**config.mk**
```make
export PLATFORM = sky130hd
export DESIGN_NAME = can_tx_scheduler_flat
export DESIGN_NICKNAME = d
export VERILOG_FILES = /design/src/rtl/can_tx_scheduler_if.sv /design/src/rtl/can_tx_scheduler.sv /design/src/flat_wrapper.sv
export SDC_FILE = /design/constraint.sdc
export NUM_CORES = 1
export LEC_CHECK = 0
export CORE_ASPECT_RATIO = 0.6
export CORE_MARGIN = 2
export CORE_UTILIZATION = 30
export CTS_CLUSTER_SIZE = 12
export DETAILED_ROUTE_END_ITERATION = 7
export PLACE_DENSITY = 0.54
export SYNTH_ARGS = -nofsm -noshare
export SYNTH_HDL_FRONTEND = slang
export SYNTH_SLANG_ARGS = --single-unit
```
**constraint.sdc**
```tcl
create_clock -name clock -period 13 [get_ports clock]
set_clock_uncertainty 0.2 [all_clocks]
set_input_delay 1.95 -clock clock [delete_from_list [all_inputs] [get_ports clock]]
set_output_delay 1.95 -clock clock [all_outputs]
set_load 0.02 [all_outputs]
```
**src/rtl/can_tx_scheduler_if.sv**
```systemverilog
// -----------------------------------------------------------------------------
// can_tx_scheduler_if
//
// Purpose:
//   Bundles the host mailbox-load port, the per-mailbox cancel/status vectors
//   and the CAN controller frame hand-off signals of can_tx_scheduler into one
//   interface. Clock and reset are kept as plain ports on the scheduler.
//
// Signal summary:
//   wr_en / wr_sel / wr_id / wr_data : host mailbox load request
//   wr_ack / wr_err                  : load accepted / rejected (registered)
//   abort                            : per-mailbox cancel request (level)
//   data_in_req / Retransmit / tx_ack: controller fetch, error and delivery
//   In_packet / Tx_ID                : frame presented to the controller
//   pending / tx_done / tx_fail      : per-mailbox status to the host
//   busy                             : a frame is committed to the controller
//   retry_cnt / retry_hit            : debug view of the retransmission count
//
// Modports:
//   master : host + controller side (drives requests, observes status)
//   slave  : the scheduler itself
// -----------------------------------------------------------------------------
interface can_tx_scheduler_if #(
    parameter int NUM_MBOX = 4,
    parameter int DATA_W   = 64,
    parameter int ID_W     = 11
) ();
    localparam int SEL_W = (NUM_MBOX > 1) ? $clog2(NUM_MBOX) : 1;

    logic                wr_en;
    logic [SEL_W-1:0]    wr_sel;
    logic [ID_W-1:0]     wr_id;
    logic [DATA_W-1:0]   wr_data;
    logic                wr_ack;
    logic                wr_err;
    logic [NUM_MBOX-1:0] abort;
    logic                data_in_req;
    logic                Retransmit;
    logic                tx_ack;
    logic [DATA_W-1:0]   In_packet;
    logic [ID_W-1:0]     Tx_ID;
    logic [NUM_MBOX-1:0] pending;
    logic [NUM_MBOX-1:0] tx_done;
    logic [NUM_MBOX-1:0] tx_fail;
    logic                busy;
    logic [7:0]          retry_cnt;
    logic                retry_hit;

    modport master (
        output wr_en, wr_sel, wr_id, wr_data, abort,
        output data_in_req, Retransmit, tx_ack,
        input  wr_ack, wr_err, In_packet, Tx_ID,
        input  pending, tx_done, tx_fail, busy, retry_cnt, retry_hit
    );

    modport slave (
        input  wr_en, wr_sel, wr_id, wr_data, abort,
        input  data_in_req, Retransmit, tx_ack,
        output wr_ack, wr_err, In_packet, Tx_ID,
        output pending, tx_done, tx_fail, busy, retry_cnt, retry_hit
    );
endinterface

```
**src/rtl/can_tx_scheduler.sv**
```systemverilog
// -----------------------------------------------------------------------------
// can_tx_scheduler
//
// Purpose:
//   Multi-mailbox transmit scheduler placed in front of a single CAN
//   controller. The host loads frames (ID + non-zero payload) into NUM_MBOX
//   mailboxes; the scheduler presents the highest-priority pending frame
//   (lowest ID, lower index on ties) on In_packet/Tx_ID, holds it across
//   retransmissions once the controller has fetched it, and reports
//   per-mailbox completion (tx_done) or failure (tx_fail).
//
// Ports:
//   clock : system clock, all logic on posedge
//   reset : asynchronous, active-high; clears all state
//   bus   : can_tx_scheduler_if.slave (host load port, abort vector,
//           controller hand-off, status and debug outputs)
//
// Configuration macro:
//   RETRY_LIMIT_EN - when defined, a committed frame is failed (tx_fail) once
//                    the retransmission counter reaches RETRY_LIMIT. When
//                    undefined the counter is debug-only and a committed frame
//                    stays in flight until tx_ack or reset.
// -----------------------------------------------------------------------------
module can_tx_scheduler #(
    parameter int NUM_MBOX    = 4,
    parameter int DATA_W      = 64,
    parameter int ID_W        = 11,
    parameter int RETRY_LIMIT = 8
) (
    input  logic                clock,
    input  logic                reset,
    can_tx_scheduler_if.slave   bus
);
    localparam int         SEL_W         = (NUM_MBOX > 1) ? $clog2(NUM_MBOX) : 1;
    localparam logic [7:0] RETRY_LIMIT_W = 8'(RETRY_LIMIT);

    typedef enum logic [1:0] {
        ST_IDLE      = 2'd0,
        ST_ARMED     = 2'd1,
        ST_IN_FLIGHT = 2'd2
    } state_t;

    // One-hot mask of a mailbox index.
    function automatic logic [NUM_MBOX-1:0] mbox_onehot(input logic [SEL_W-1:0] idx);
        logic [NUM_MBOX-1:0] base;
        base = {{(NUM_MBOX-1){1'b0}}, 1'b1};
        return base << idx;
    endfunction

    // Registered state
    state_t              state_r;
    logic [SEL_W-1:0]    sel_r;
    logic [ID_W-1:0]     id_mem_r   [NUM_MBOX];
    logic [DATA_W-1:0]   data_mem_r [NUM_MBOX];
    logic [NUM_MBOX-1:0] pending_r;
    logic [NUM_MBOX-1:0] tx_done_r;
    logic [NUM_MBOX-1:0] tx_fail_r;
    logic                wr_ack_r;
    logic                wr_err_r;
    logic                busy_r;
    logic [DATA_W-1:0]   in_packet_r;
    logic [ID_W-1:0]     tx_id_r;
    logic [7:0]          retry_cnt_r;
    logic                retry_hit_r;
    logic                retx_d_r;

    // Combinational decode
    logic                in_flight_s;
    logic [NUM_MBOX-1:0] flight_mask_s;
    logic [NUM_MBOX-1:0] abort_clr_s;
    logic [NUM_MBOX-1:0] cand_s;
    logic                cand_any_s;
    logic [SEL_W-1:0]    best_idx_s;
    logic [ID_W-1:0]     best_id_s;
    logic                arm_drop_s;
    logic                commit_s;
    logic                done_s;
    logic                limit_fail_s;
    logic                retx_rise_s;
    logic                wr_in_range_s;
    logic                wr_target_busy_s;
    logic                load_ok_s;
    logic [NUM_MBOX-1:0] load_set_s;
    logic [NUM_MBOX-1:0] fsm_clr_s;
    logic [NUM_MBOX-1:0] pending_nxt_s;
    logic [7:0]          retry_nxt_s;

    // Event decode: aborts, delivery, retry-limit failure and load admission.
    always_comb begin
        in_flight_s   = (state_r == ST_IN_FLIGHT);
        flight_mask_s = in_flight_s ? mbox_onehot(sel_r) : '0;
        // The committed mailbox cannot be cancelled; every other pending one can.
        abort_clr_s   = bus.abort & pending_r & ~flight_mask_s;
        cand_s        = pending_r & ~bus.abort;
        done_s        = in_flight_s & bus.tx_ack;
        retx_rise_s   = bus.Retransmit & ~retx_d_r;
`ifdef RETRY_LIMIT_EN
        limit_fail_s  = in_flight_s & ~bus.tx_ack & retry_hit_r;
`else
        limit_fail_s  = 1'b0;
`endif
        wr_in_range_s = (int'(bus.wr_sel) < NUM_MBOX);
        if (wr_in_range_s) begin
            // An abort in the same cycle frees the mailbox before the load is judged.
            wr_target_busy_s = pending_r[bus.wr_sel] & ~abort_clr_s[bus.wr_sel];
        end else begin
            wr_target_busy_s = 1'b1;
        end
        load_ok_s     = bus.wr_en & wr_in_range_s & (bus.wr_data != '0) & ~wr_target_busy_s;
        load_set_s    = load_ok_s ? mbox_onehot(bus.wr_sel) : '0;
        fsm_clr_s     = (done_s | limit_fail_s) ? mbox_onehot(sel_r) : '0;
        pending_nxt_s = (pending_r & ~abort_clr_s & ~fsm_clr_s) | load_set_s;
    end

    // Priority selection: lowest ID among non-aborted pending mailboxes, lowest index on ties.
    always_comb begin
        cand_any_s = 1'b0;
        best_idx_s = '0;
        best_id_s  = '0;
        for (int k = 0; k < NUM_MBOX; k++) begin
            if (cand_s[k] && (!cand_any_s || (id_mem_r[k] < best_id_s))) begin
                cand_any_s = 1'b1;
                best_idx_s = SEL_W'(k);
                best_id_s  = id_mem_r[k];
            end else begin
                best_idx_s = best_idx_s;
            end
        end
    end

    // ARMED exit conditions and next retransmission count.
    always_comb begin
        arm_drop_s  = ~cand_any_s | bus.abort[sel_r];
        commit_s    = (state_r == ST_ARMED) & ~arm_drop_s & bus.data_in_req;
        retry_nxt_s = retry_cnt_r;
        if (commit_s) begin
            retry_nxt_s = 8'd0;
        end else if (in_flight_s && retx_rise_s && (retry_cnt_r != 8'hFF)) begin
            retry_nxt_s = retry_cnt_r + 8'd1;
        end else begin
            retry_nxt_s = retry_cnt_r;
        end
    end

    // Mailbox storage, pending flags and host/status pulses.
    always_ff @(posedge clock or posedge reset) begin
        if (reset) begin
            for (int k = 0; k < NUM_MBOX; k++) begin
                id_mem_r[k]   <= '0;
                data_mem_r[k] <= '0;
            end
            pending_r <= '0;
            tx_done_r <= '0;
            tx_fail_r <= '0;
            wr_ack_r  <= 1'b0;
            wr_err_r  <= 1'b0;
        end else begin
            if (load_ok_s) begin
                id_mem_r[bus.wr_sel]   <= bus.wr_id;
                data_mem_r[bus.wr_sel] <= bus.wr_data;
            end
            pending_r <= pending_nxt_s;
            tx_done_r <= done_s ? mbox_onehot(sel_r) : '0;
            tx_fail_r <= abort_clr_s | (limit_fail_s ? mbox_onehot(sel_r) : '0);
            wr_ack_r  <= load_ok_s;
            wr_err_r  <= bus.wr_en & ~load_ok_s;
        end
    end

    // Retransmission counter and Retransmit edge detector.
    always_ff @(posedge clock or posedge reset) begin
        if (reset) begin
            retry_cnt_r <= 8'd0;
            retry_hit_r <= 1'b0;
            retx_d_r    <= 1'b0;
        end else begin
            retry_cnt_r <= retry_nxt_s;
            retry_hit_r <= (retry_nxt_s >= RETRY_LIMIT_W);
            retx_d_r    <= bus.Retransmit;
        end
    end

    // Scheduler FSM with registered frame outputs and busy flag.
    always_ff @(posedge clock or posedge reset) begin
        if (reset) begin
            state_r     <= ST_IDLE;
            sel_r       <= '0;
            in_packet_r <= '0;
            tx_id_r     <= '0;
            busy_r      <= 1'b0;
        end else begin
            case (state_r)
                ST_IDLE: begin
                    busy_r <= 1'b0;
                    if (cand_any_s) begin
                        sel_r       <= best_idx_s;
                        in_packet_r <= data_mem_r[best_idx_s];
                        tx_id_r     <= best_id_s;
                        state_r     <= ST_ARMED;
                    end else begin
                        in_packet_r <= '0;
                        tx_id_r     <= '0;
                    end
                end
                ST_ARMED: begin
                    if (arm_drop_s) begin
                        in_packet_r <= '0;
                        tx_id_r     <= '0;
                        state_r     <= ST_IDLE;
                    end else if (bus.data_in_req) begin
                        // The controller captured what is presented now; keep it.
                        busy_r  <= 1'b1;
                        state_r <= ST_IN_FLIGHT;
                    end else begin
                        // Re-select every cycle so a newer, higher-priority frame preempts.
                        sel_r       <= best_idx_s;
                        in_packet_r <= data_mem_r[best_idx_s];
                        tx_id_r     <= best_id_s;
                    end
                end
                ST_IN_FLIGHT: begin
                    // tx_ack wins over a simultaneous data_in_req; refetches otherwise hold.
                    if (done_s || limit_fail_s) begin
                        in_packet_r <= '0;
                        tx_id_r     <= '0;
                        busy_r      <= 1'b0;
                        state_r     <= ST_IDLE;
                    end else begin
                        busy_r <= 1'b1;
                    end
                end
                default: begin
                    in_packet_r <= '0;
                    tx_id_r     <= '0;
                    busy_r      <= 1'b0;
                    state_r     <= ST_IDLE;
                end
            endcase
        end
    end

    assign bus.wr_ack    = wr_ack_r;
    assign bus.wr_err    = wr_err_r;
    assign bus.In_packet = in_packet_r;
    assign bus.Tx_ID     = tx_id_r;
    assign bus.pending   = pending_r;
    assign bus.tx_done   = tx_done_r;
    assign bus.tx_fail   = tx_fail_r;
    assign bus.busy      = busy_r;
    assign bus.retry_cnt = retry_cnt_r;
    assign bus.retry_hit = retry_hit_r;

endmodule

```
**src/flat_wrapper.sv**
```systemverilog
// flat-port wrapper written by rule: the top's interface ports become plain ports
module can_tx_scheduler_flat 
#(
    parameter int NUM_MBOX    = 4,
    parameter int DATA_W      = 64,
    parameter int ID_W        = 11,
    parameter int RETRY_LIMIT = 8
)
  (clock, reset, bus_wr_en, bus_wr_sel, bus_wr_id, bus_wr_data, bus_abort, bus_data_in_req, bus_Retransmit, bus_tx_ack, bus_wr_ack, bus_wr_err, bus_In_packet, bus_Tx_ID, bus_pending, bus_tx_done, bus_tx_fail, bus_busy, bus_retry_cnt, bus_retry_hit);
  can_tx_scheduler_if #(.NUM_MBOX(NUM_MBOX), .DATA_W(DATA_W), .ID_W(ID_W)) bus_i ();
  input  logic clock;
  input  logic reset;
  input wire logic [$bits(bus_i.wr_en)-1:0] bus_wr_en;
  input wire logic [$bits(bus_i.wr_sel)-1:0] bus_wr_sel;
  input wire logic [$bits(bus_i.wr_id)-1:0] bus_wr_id;
  input wire logic [$bits(bus_i.wr_data)-1:0] bus_wr_data;
  input wire logic [$bits(bus_i.abort)-1:0] bus_abort;
  input wire logic [$bits(bus_i.data_in_req)-1:0] bus_data_in_req;
  input wire logic [$bits(bus_i.Retransmit)-1:0] bus_Retransmit;
  input wire logic [$bits(bus_i.tx_ack)-1:0] bus_tx_ack;
  output wire logic [$bits(bus_i.wr_ack)-1:0] bus_wr_ack;
  output wire logic [$bits(bus_i.wr_err)-1:0] bus_wr_err;
  output wire logic [$bits(bus_i.In_packet)-1:0] bus_In_packet;
  output wire logic [$bits(bus_i.Tx_ID)-1:0] bus_Tx_ID;
  output wire logic [$bits(bus_i.pending)-1:0] bus_pending;
  output wire logic [$bits(bus_i.tx_done)-1:0] bus_tx_done;
  output wire logic [$bits(bus_i.tx_fail)-1:0] bus_tx_fail;
  output wire logic [$bits(bus_i.busy)-1:0] bus_busy;
  output wire logic [$bits(bus_i.retry_cnt)-1:0] bus_retry_cnt;
  output wire logic [$bits(bus_i.retry_hit)-1:0] bus_retry_hit;
  assign bus_i.wr_en = bus_wr_en;
  assign bus_i.wr_sel = bus_wr_sel;
  assign bus_i.wr_id = bus_wr_id;
  assign bus_i.wr_data = bus_wr_data;
  assign bus_i.abort = bus_abort;
  assign bus_i.data_in_req = bus_data_in_req;
  assign bus_i.Retransmit = bus_Retransmit;
  assign bus_i.tx_ack = bus_tx_ack;
  assign bus_wr_ack = bus_i.wr_ack;
  assign bus_wr_err = bus_i.wr_err;
  assign bus_In_packet = bus_i.In_packet;
  assign bus_Tx_ID = bus_i.Tx_ID;
  assign bus_pending = bus_i.pending;
  assign bus_tx_done = bus_i.tx_done;
  assign bus_tx_fail = bus_i.tx_fail;
  assign bus_busy = bus_i.busy;
  assign bus_retry_cnt = bus_i.retry_cnt;
  assign bus_retry_hit = bus_i.retry_hit;
  can_tx_scheduler #(.NUM_MBOX(NUM_MBOX), .DATA_W(DATA_W), .ID_W(ID_W), .RETRY_LIMIT(RETRY_LIMIT)) u_core (.clock(clock), .reset(reset), .bus(bus_i));
endmodule
```
==> summary.txt <==
STA
  • RSZ-0062 raised after global routing: no
  • Max-slew headroom: 15.0%
  • Final setup viols: 0
  • Post-route minimum period: 10720 ps
  • Fin. max-slew vios: 0
  • Final setup margin: 2280 ps
  • Worst hold slack: 288 ps
  • Fin Setup TNS: 0 ps
  • Worst-Margin Slew: 1260 ps
  • Fmax: 93.3 MHz
  • Final period util: 82.5%
  • Final Hold Fails: 0

Synthesis
  • Most numerous cell in the Yosys netlist: dfrtp_1
  • Yosys reg bits: 404
  • Main flop type after synthesis: dfrtp_1
  • Synth top cells by count: dfrtp_1 (404), mux2_2 (320), nor2_1 (74)
  • Leading area contributor after synthesis: dfrtp_1
  • Yosys cell types: 56
  • Ys async rst share: 100%
  • Yosys top cell area share: 54.4%
  • Syn Std Cell Area: 0.0186 mm^2
  • Post-synth net total: 1559
  • Area contributors post-synth: dfrtp_1 (54%), mux2_2 (19%), mux2_4 (3.1%)
  • YS warnings: 0
  • Number of flops mapped to enable cells by yosys: 0
  • Cell count after synthesis: 1438
  • Seq/Total Area, Yosys: 54.4%
  • Syn avg cell area: 12.9 um^2

Place
  • HPWL after detailed placement: 35600 um
  • Setup slack at placement: 1800 ps
  • Cells after DPL: 2367
  • Port Buffer Count: 185
  • Placed instance area: 0.0212 mm^2
  • Final GP Congestion: 0.888

Route
  • DR DRC count: 0
  • Routed vias: 12700
  • Final wirelength: 56700 um
  • Via/cell ratio: 5.19
  • Antenna viol nets, final: 0
  • Avg WL per Cell: 23.3 um
  • Iteration-0 DRC Markers: 877
  • Drt pass-1 iters: 5

Power
  • Cell Pwr Density: 188 mW/mm^2
  • Gate power share: 29.5%
  • P_sw: 1.39 mW
  • Static leakage: 9.10 nW
  • Sequential fraction of design power: 42.4%
  • Worst vdd ir: 0.110 mV
  • Pint: 2.85 mW
  • Clk pwr share: 28.1%
  • Switching Fraction: 32.8%

Cells and area
  • N_diodes: 0
  • Non-filler cells, final: 2437
  • Layout net count: 1705
  • Syn-to-layout area delta: 21.4%
  • Layout Cell Area excl Fill: 0.0226 mm^2
  • Layout cells sized above 1: 28.3%

Floorplan
  • Die height: 197 um
  • Io pins: 186
  • Site row count: 70
  • Chip width: 325 um
  • Full die area: 0.0640 mm^2
  • Starting Density: 30.4%
  • Core region area: 0.0611 mm^2

Clock network
  • H-tree depth: 2
  • CTS root buffer: clkbuf_16
  • Postcts setup bufs: 0
  • CTS resizes: 0
  • Num CTS Buffers: 43
  • CTS clk-pin slew, worst paths: 60 ps
  • Sink Count: 404
  • Worst-skew pair later-pin latency: 540 ps
  • CTS tree: built
  • Hold Buf Count CTS: 0
  • Max Root-Sink Buffers: 3

Critical path
  • Req. time, crit path: 13230 ps
  • Worst EP arrival: 10950 ps
  • CP Max Fanout: 62
  • Reg2reg setup slack: 3640 ps
  • Slowest stage delay, CP: 840 ps
  • CP endpoint kind: register
  • Critical-path top delay cell: nor2b_1
  • Critical Setup Path Class: primary input to register
  • Startpoint Class: primary input

Global routing
  • GRT overflow: 0
  • Initial antenna violation count: 2
  • Largest net degree at the start of global routing: 166
  • Tot GR Track Use: 17.4%
  • First-pass GRT wire length: 85600 um
  • Vias in the first global route: 13100

Outcome
  • Outcome: complete, no violations

Hold path
  • Hold Path Class: register to register

Flow run
  • Total of max-cap violations: 0
==> metal layers <==
layer	GRT usage [%]	vias to the layer above	share of wire, %
met2	25.0	309	42
met4	3.46	2	1.8
li1	-	5645	-
met5	0	-	0.030
met1	26.5	6624	51
met3	4.12	70	5.6
==> cells by family (layout without fill, tap and decap cells) <==
kind of cell,Yosys count,after routing,synth area share [%]
AOI/OAI and AO/OA,229,229,9.27
and+or+nand+nor,267,267,7.11
adders and majority gates,34,34,2.29
buffers and inverters,121,292,3.05
DFF,404,404,54.4
xor gates and xnor gates,7,7,0.330
muxes,376,376,23.6
==> cells in the final DEF, fill, tap and decap left out, drive strengths merged, types with 13 or more instances in the layout <==
cell / synthesis / routed
a32oi: 60 / 60
nor3: 53 / 53
nand2b: 21 / 21
mux2: 359 / 359
a32o: 15 / 15
nor4: 18 / 18
mux2i: 15 / 15
a31oi: 15 / 15
o31ai: 60 / 60
dfrtp: 404 / 404
a21o: 13 / 13
clkbuf: 40 / 64
nor2: 74 / 74
ha: 34 / 34
o21ai: 13 / 13
or3: 16 / 16
buf: 62 / 18
a21oi: 30 / 30
inv: 19 / 18
clkdlybuf4s50: 0 / 185
nand2: 46 / 46
==> sequential cells by signal, summed over array words and instances (netlist names) <==
name and flops:
u_core.state_r 2, u_core.data_mem_r 256, u_core.bus.pending 4, u_core.bus.retry_hit 1, u_core.bus.tx_done 4, u_core.bus.retry_cnt 8, u_core.bus.tx_fail 4, u_core.bus.busy 1
u_core.sel_r 2, u_core.bus.Tx_ID 11, u_core.bus.In_packet 64, u_core.retx_d_r 1, u_core.bus.wr_ack 1, u_core.id_mem_r 44, u_core.bus.wr_err 1
==> power groups by stage <==
stage	registers, mW	logic (mW)	clock network, mW
after global placement	1.80	1.24	0
after floorplan	1.85	0.678	0
final	1.80	1.25	1.19
after detailed placement	1.81	1.26	0
after global routing	1.84	1.35	1.27
after CTS	1.80	1.26	1.22
==> area by class of cell <==
cell class,count,area (um^2)
clock buffers,64,1270
repair buffers,203,2020
inverters,19,75.1
fillers,5928,38600
multi-input cells,913,7990
flip-flops and latches,404,10100
clock inverters,6,63.8
well taps,828,1040
==> worst max-delay path: cells and delay by family <==
kind / cells / cell delay (ps)
AO/OA/AOI/OAI: 15 / 3200
adder cells (fa/ha/maj): 3 / 950
buffers and inverters: 4 / 2240
multiplexers: 1 / 430
AND/OR/NAND/NOR: 6 / 2080
==> stage by stage <==
stage               total power [mW]  util, %
floorplan                       2.53        -
global placement                3.04     34.7
detailed placement              3.07     34.7
CTS                             4.28     36.9
global route                    4.46     36.9
finish                          4.24     36.9
==> final timing paths <==
| kind | depth (start not counted) | startpoint | to |
|---|---|---|---|
| min | 2 | u_core.bus.In_packet[13]$_DFFE_PP0P_ | u_core.bus.In_packet[13]$_DFFE_PP0P_ |
| min reg2reg | 2 | u_core.bus.In_packet[13]$_DFFE_PP0P_ | u_core.bus.In_packet[13]$_DFFE_PP0P_ |
| max in group asynchronous | 4 | reset | u_core.bus.In_packet[28]$_DFFE_PP0P_ |
| max reg2reg | 28 | u_core.bus.pending[0]$_DFF_PP0_ | u_core.bus.In_packet[31]$_DFFE_PP0P_ |
| min in group asynchronous | 3 | reset | u_core.data_mem_r[187]$_DFFE_PP0P_ |
| max | 29 | bus_abort[0] | u_core.bus.In_packet[31]$_DFFE_PP0P_ |
Note: power is estimated with default switching activity, not from simulation.
